## config.mk

```make
export PLATFORM = sky130hd
export DESIGN_NAME = logits_mac_4
export DESIGN_NICKNAME = d
export VERILOG_FILES = /design/src/rtl/softmax_pkg.sv /design/src/rtl/logits_mac_4_mac_lane.sv /design/src/rtl/logits_mac_4.sv
export SDC_FILE = /design/constraint.sdc
export NUM_CORES = 2
export LEC_CHECK = 0
export BUFFER_PORTS_ARGS = -buffer_cell sky130_fd_sc_hd__buf_2
export CAP_MARGIN = 40
export CORE_UTILIZATION = 70
export CTS_CLUSTER_DIAMETER = 120
export DETAILED_ROUTE_END_ITERATION = 10
export PLACE_DENSITY = 0.95
export SLEW_MARGIN = 20
export SYNTH_ARGS = -nofsm -noshare
export SYNTH_HDL_FRONTEND = slang
export SYNTH_SLANG_ARGS = --single-unit
export TNS_END_PERCENT = 5
```

## constraint.sdc

```tcl
create_clock -name clk -period 19.9 [get_ports clk]
set_input_delay 3.98 -clock clk [delete_from_list [all_inputs] [get_ports clk]]
set_output_delay 3.98 -clock clk [all_outputs]
set_load 0.01 [all_outputs]
```

## src/rtl/softmax_pkg.sv

```systemverilog
// Shared definitions for the logits MAC front end and the 4-way softmax stage.
package softmax_pkg;

    typedef enum logic [1:0] {
        ST_IDLE  = 2'd0,
        ST_ACC   = 2'd1,
        ST_SCALE = 2'd2,
        ST_DONE  = 2'd3
    } state_e;

    localparam int LOGIT_W   = 16;
    localparam int LOGIT_MAX = 65535;
    localparam int Q88_ONE   = 256;

endpackage

```

## src/rtl/logits_mac_4_mac_lane.sv

```systemverilog
// One class lane: signed 8x8 MAC into a wide accumulator, then shift, ReLU and
// unsigned saturation into a registered Q8.8 logit.
module mac_lane
    import softmax_pkg::*;
#(
    parameter int ACC_W = 32,
    parameter int SHIFT = 0
) (
    input  logic               clk,
    input  logic               reset,
    input  logic               clear_i,
    input  logic               acc_en_i,
    input  logic               load_i,
    input  logic [7:0]         x_i,
    input  logic [7:0]         w_i,
    output logic [LOGIT_W-1:0] logit_o
);

    localparam logic signed [ACC_W-1:0] LOGIT_MAX_ACC = ACC_W'(LOGIT_MAX);

    logic signed [15:0]        prod;
    logic signed [ACC_W-1:0]   prod_ext;
    logic signed [ACC_W-1:0]   acc_q, acc_d;
    logic signed [ACC_W-1:0]   shifted;
    logic [LOGIT_W-1:0]        sat;
    logic [LOGIT_W-1:0]        logit_q, logit_d;

    assign prod     = $signed(x_i) * $signed(w_i);
    assign prod_ext = {{(ACC_W-16){prod[15]}}, prod};
    assign shifted  = acc_q >>> SHIFT;

    // NOTE: every signal written here gets a default first, so no path can
    // leave it unassigned and infer a latch.
    always_comb begin
        acc_d   = acc_q;
        logit_d = logit_q;
        sat     = shifted[LOGIT_W-1:0];
        if (shifted < 0) begin
            sat = '0;
        end else if (shifted > LOGIT_MAX_ACC) begin
            sat = LOGIT_W'(LOGIT_MAX);
        end
        if (clear_i) begin
            acc_d = '0;
        end else if (acc_en_i) begin
            acc_d = acc_q + prod_ext;
        end
        if (load_i) begin
            logit_d = sat;
        end
    end

    // NOTE: state registers use non-blocking assignments so every flop samples
    // the pre-edge values regardless of process ordering.
    always_ff @(posedge clk or posedge reset) begin
        if (reset) begin
            acc_q   <= '0;
            logit_q <= '0;
        end else begin
            acc_q   <= acc_d;
            logit_q <= logit_d;
        end
    end

    assign logit_o = logit_q;

endmodule

```

## src/rtl/logits_mac_4.sv

```systemverilog
// Four-class dot-product engine producing Q8.8 logits for the softmax stage;
// owns the control FSM, the beat counter and the activation handshake.
module logits_mac_4
    import softmax_pkg::*;
#(
    parameter int VEC_LEN = 8,
    parameter int SHIFT   = 0,
    parameter int ACC_W   = 32
) (
    input  logic        clk,
    input  logic        reset,
    input  logic        start,
    input  logic        x_valid,
    output logic        x_ready,
    input  logic [7:0]  x_data,
    input  logic [7:0]  w0,
    input  logic [7:0]  w1,
    input  logic [7:0]  w2,
    input  logic [7:0]  w3,
    output logic [15:0] logit0,
    output logic [15:0] logit1,
    output logic [15:0] logit2,
    output logic [15:0] logit3,
    output logic        logit_valid,
    output logic        busy
);

    localparam int CNT_W = (VEC_LEN > 1) ? $clog2(VEC_LEN) : 1;
    localparam logic [CNT_W-1:0] LAST_BEAT = CNT_W'(VEC_LEN - 1);

    state_e             state_q, state_d;
    logic [CNT_W-1:0]   cnt_q, cnt_d;
    logic               clear, acc_en, load, beat;
    logic [7:0]         w_arr     [4];
    logic [LOGIT_W-1:0] logit_arr [4];

    assign beat = x_valid && x_ready;

    always_comb begin
        state_d = state_q;
        cnt_d   = cnt_q;
        clear   = 1'b0;
        acc_en  = 1'b0;
        load    = 1'b0;
        unique case (state_q)
            ST_IDLE: begin
                if (start) begin
                    clear   = 1'b1;
                    cnt_d   = '0;
                    state_d = ST_ACC;
                end
            end
            ST_ACC: begin
                if (beat) begin
                    acc_en = 1'b1;
                    cnt_d  = cnt_q + CNT_W'(1);
                    if (cnt_q == LAST_BEAT) begin
                        state_d = ST_SCALE;
                    end
                end
            end
            ST_SCALE: begin
                load    = 1'b1;
                state_d = ST_DONE;
            end
            ST_DONE: begin
                state_d = ST_IDLE;
            end
            default: state_d = ST_IDLE;
        endcase
    end

    always_ff @(posedge clk or posedge reset) begin
        if (reset) begin
            state_q <= ST_IDLE;
            cnt_q   <= '0;
        end else begin
            state_q <= state_d;
            cnt_q   <= cnt_d;
        end
    end

    // Handshake and status decode straight from the state register, so they
    // come out of reset low without extra flops.
    assign x_ready     = (state_q == ST_ACC);
    assign logit_valid = (state_q == ST_DONE);
    assign busy        = (state_q != ST_IDLE);

    assign w_arr[0] = w0;
    assign w_arr[1] = w1;
    assign w_arr[2] = w2;
    assign w_arr[3] = w3;

    for (genvar g = 0; g < 4; g++) begin : g_lane
        mac_lane #(
            .ACC_W (ACC_W),
            .SHIFT (SHIFT)
        ) u_lane (
            .clk      (clk),
            .reset    (reset),
            .clear_i  (clear),
            .acc_en_i (acc_en),
            .load_i   (load),
            .x_i      (x_data),
            .w_i      (w_arr[g]),
            .logit_o  (logit_arr[g])
        );
    end

    assign logit0 = logit_arr[0];
    assign logit1 = logit_arr[1];
    assign logit2 = logit_arr[2];
    assign logit3 = logit_arr[3];

endmodule
```

==> results.toml <==
[logic_synthesis]
synth_seq_cells = 197
synth_cell_types = 80
syn_nets = 3664
syn_area_per_cell_sq_um = 10.39
ys_seq_area_share_pct = 17.01
synth_edf_count = 0
synth_top_cell_area_share_pct = 37.59
yosysTopAreaCell = "fa_1"
synth_flop_cell = "dfrtp_1"
synth_area_sq_mm = 0.02898
synthTopCellsByArea = "fa_1 38%, dfrtp_1 17%, ha_1 12%"
synthCells = 2789
yosysWarnings = 0
ys_async_sr_fraction_pct = 100.0

[route]
drt_iter0_markers = 1972
drcViolationCount = 0
drt-pass1-iter-count = 6
routedWlPerCell_um = 21.45
ant_nets = 0
via_per_inst = 6.379
drt_wl_total_mm = 73.12
dr_total_vias = 21750

[setup_path]
required_ns = 20.27
crit_fanout = 32
cp-start-kind = "primary input"
arrival_ns = 10.43
ff2ff_path_depth = 19
path_class = "primary input to register"
r2r_slack_ns = 14.19
worstReg2RegEnd = "g_lane[2].u_lane.acc_q[30]"
r2r_start = "g_lane[2].u_lane.acc_q[6]"
critPathCaptureType = "register"
cp-startpoint = "x_data[7]"

[sta]
hold_viol = 0
period_share_pct = 50.53
slew_violations = 0
tightest_slew_ns = 0.8709
setup_tns_ns = 0
setup-violations-final = 0
fmax_ghz = 0.09945
slew_headroom_pct = 41.94
post-route-min-period_ns = 10.06
rsz0062_at_grt = "no"
skew_ns = 0.01653

[cts]
clock_path_buffers = 2
cts_made_buffers = 17
clk_latency_ns = 0.49
postCtsSetupRepairBufs = 0
htreeDepth = 4
cts_resized = 0
cts-root-buf = "clkbuf_16"
path_clk_slew_ns = 0.08
clock_sinks = 197
cts_tree = "built"
cts_hold_buf = 0

[floorplan]
die_area_sq_mm = 0.04221
die_h_um = 205.5
rows = 74
core_sq_mm = 0.04083
io_pins = 111
die_w_um = 205.5
start_util_pct = 70.96

[global_routing]
grt_pass1_vias = 23960
track_usage_pct = 37.38
grt_pass1_wl_mm = 122.1
antenna_found_initial = 7
overflow = 0
grt_max_degree = 91

[flow_run]
maxCapViolCount = 0

[placed_design]
place_congestion = 0.9659
port_buffers = 110
hpwl_mm = 56.44

[worst_hold_path]
hold_end = "g_lane[1].u_lane.logit_o[12]"
hp-class = "register to register"
holdPathStages = 1
hold_start = "g_lane[1].u_lane.logit_o[12]"

[finish]
drive_above_1_share_pct = 9.059
finalNetCount = 3732
area_delta_synth_final_pct = 6.408
fillers = 2317
multi_input_area_sq_mm = 0.02229
regArea_sq_mm = 0.004930

[status]
status = "completed"
cells in the mapped netlist, drive strengths merged (7+ instances only):
cell	instances
fa	544
inv	389
ha	287
nand2	226
nor2	202
dfrtp	197
o21ai	134
and2	133
a21oi	85
clkbuf	72
xnor2	69
mux2	64
xor2	49
a21o	41
a22o	35
nor3	23
nand3	22
nand2b	19
nor4	15
o21a	14
nand4	12
o21bai	12
a211oi	11
buf	11
a31oi	10
a32o	10
and3	8
nor2b	8
o31ai	8
or2	7
critical path: stages:
cell	delay (ns)
buf_2	0.48
nand2_1	0.29
fa_1	0.72
inv_1	0.67
fa_1	0.57
fa_1	0.57
fa_1	0.42
ha_1	0.30
ha_1	0.37
a2111oi_0	0.47
o21ai_1	0.14
a41oi_1	0.34
o21a_1	0.20
nand4_1	0.14
a31o_1	0.24
a21oi_1	0.18
mux2i_1	0.25
nand2_1	0.07
cell type report:
type	count	share of cell area, %
sequential	197	15.99
inverter	393	4.809
clock buffer	22	1.570
timing repair buffer	132	2.853
antenna	7	0.05681
clock inverter	10	0.2800
tap	532	2.159
multi-input combinational	2116	72.28
stage by stage:
stage / area [sq um] / util [%] / worst slack, ns / cells / hold WS [ns]
floorplan: 28980 / - / 9.817 / 2789 / 0.4720
global placement: 29990 / 73.45 / 9.657 / 3358 / 0.4837
detailed placement: 30160 / 73.86 / 9.496 / 3365 / 0.4905
CTS: 30730 / 75.26 / 9.971 / 3397 / 0.5067
global route: 30830 / 75.51 / 9.629 / 3409 / 0.5159
finish: 30830 / 75.51 / 9.844 / 3409 / 0.5021
routing by layer:
layer	vias up	part of all wire [%]	global-route usage, %
met5	-	0	0
met1	10920	37	47.18
li1	9162	-	-
met4	0	5.6	18.99
met3	366	7.9	6.256
met2	1302	50	62.56
how the worst max path moves through the flow:
stage / endpoint / cells after the start
after floorplan: g_lane[2].u_lane.acc_q[30] / 19
after global placement: g_lane[2].u_lane.acc_q[30] / 19
after detailed placement: g_lane[0].u_lane.acc_q[31] / 18
after CTS: g_lane[0].u_lane.acc_q[31] / 18
after global routing: g_lane[0].u_lane.acc_q[30] / 20
final: g_lane[0].u_lane.acc_q[31] / 18
cell usage in the layout, fill, tap and decap left out, drive strengths merged, types with 23 or more instances in the layout:
| cell type | n |
|---|---|
| ha | 287 |
| buf | 132 |
| xor2 | 49 |
| fa | 544 |
| xnor2 | 69 |
| nor2 | 202 |
| dfrtp | 197 |
| a21oi | 85 |
| mux2 | 64 |
| nor3 | 23 |
| a22o | 35 |
| and2 | 133 |
| nand2 | 226 |
| a21o | 41 |
| o21ai | 134 |
| inv | 394 |
cells by family after synthesis:
group	count (synthesis)	share of synthesized area (%)
DFF	197	17.01
and+or+nand+nor	692	11.15
xor gates and xnor gates	118	3.567
AOI/OAI and AO/OA	407	9.487
muxes	68	2.625
buffers and inverters	476	6.179
adders and majority gates	831	49.98
registers in the layout (all words and copies together), names as in the netlist:
register and count:
g_lane.u_lane.acc_q 128, cnt_q 3, state_q 2, g_lane.u_lane.logit_o 64
Power is left out: the tool's default activity adds up to more than one toggle a clock period on the data nets, which glitch-free logic cannot reach.
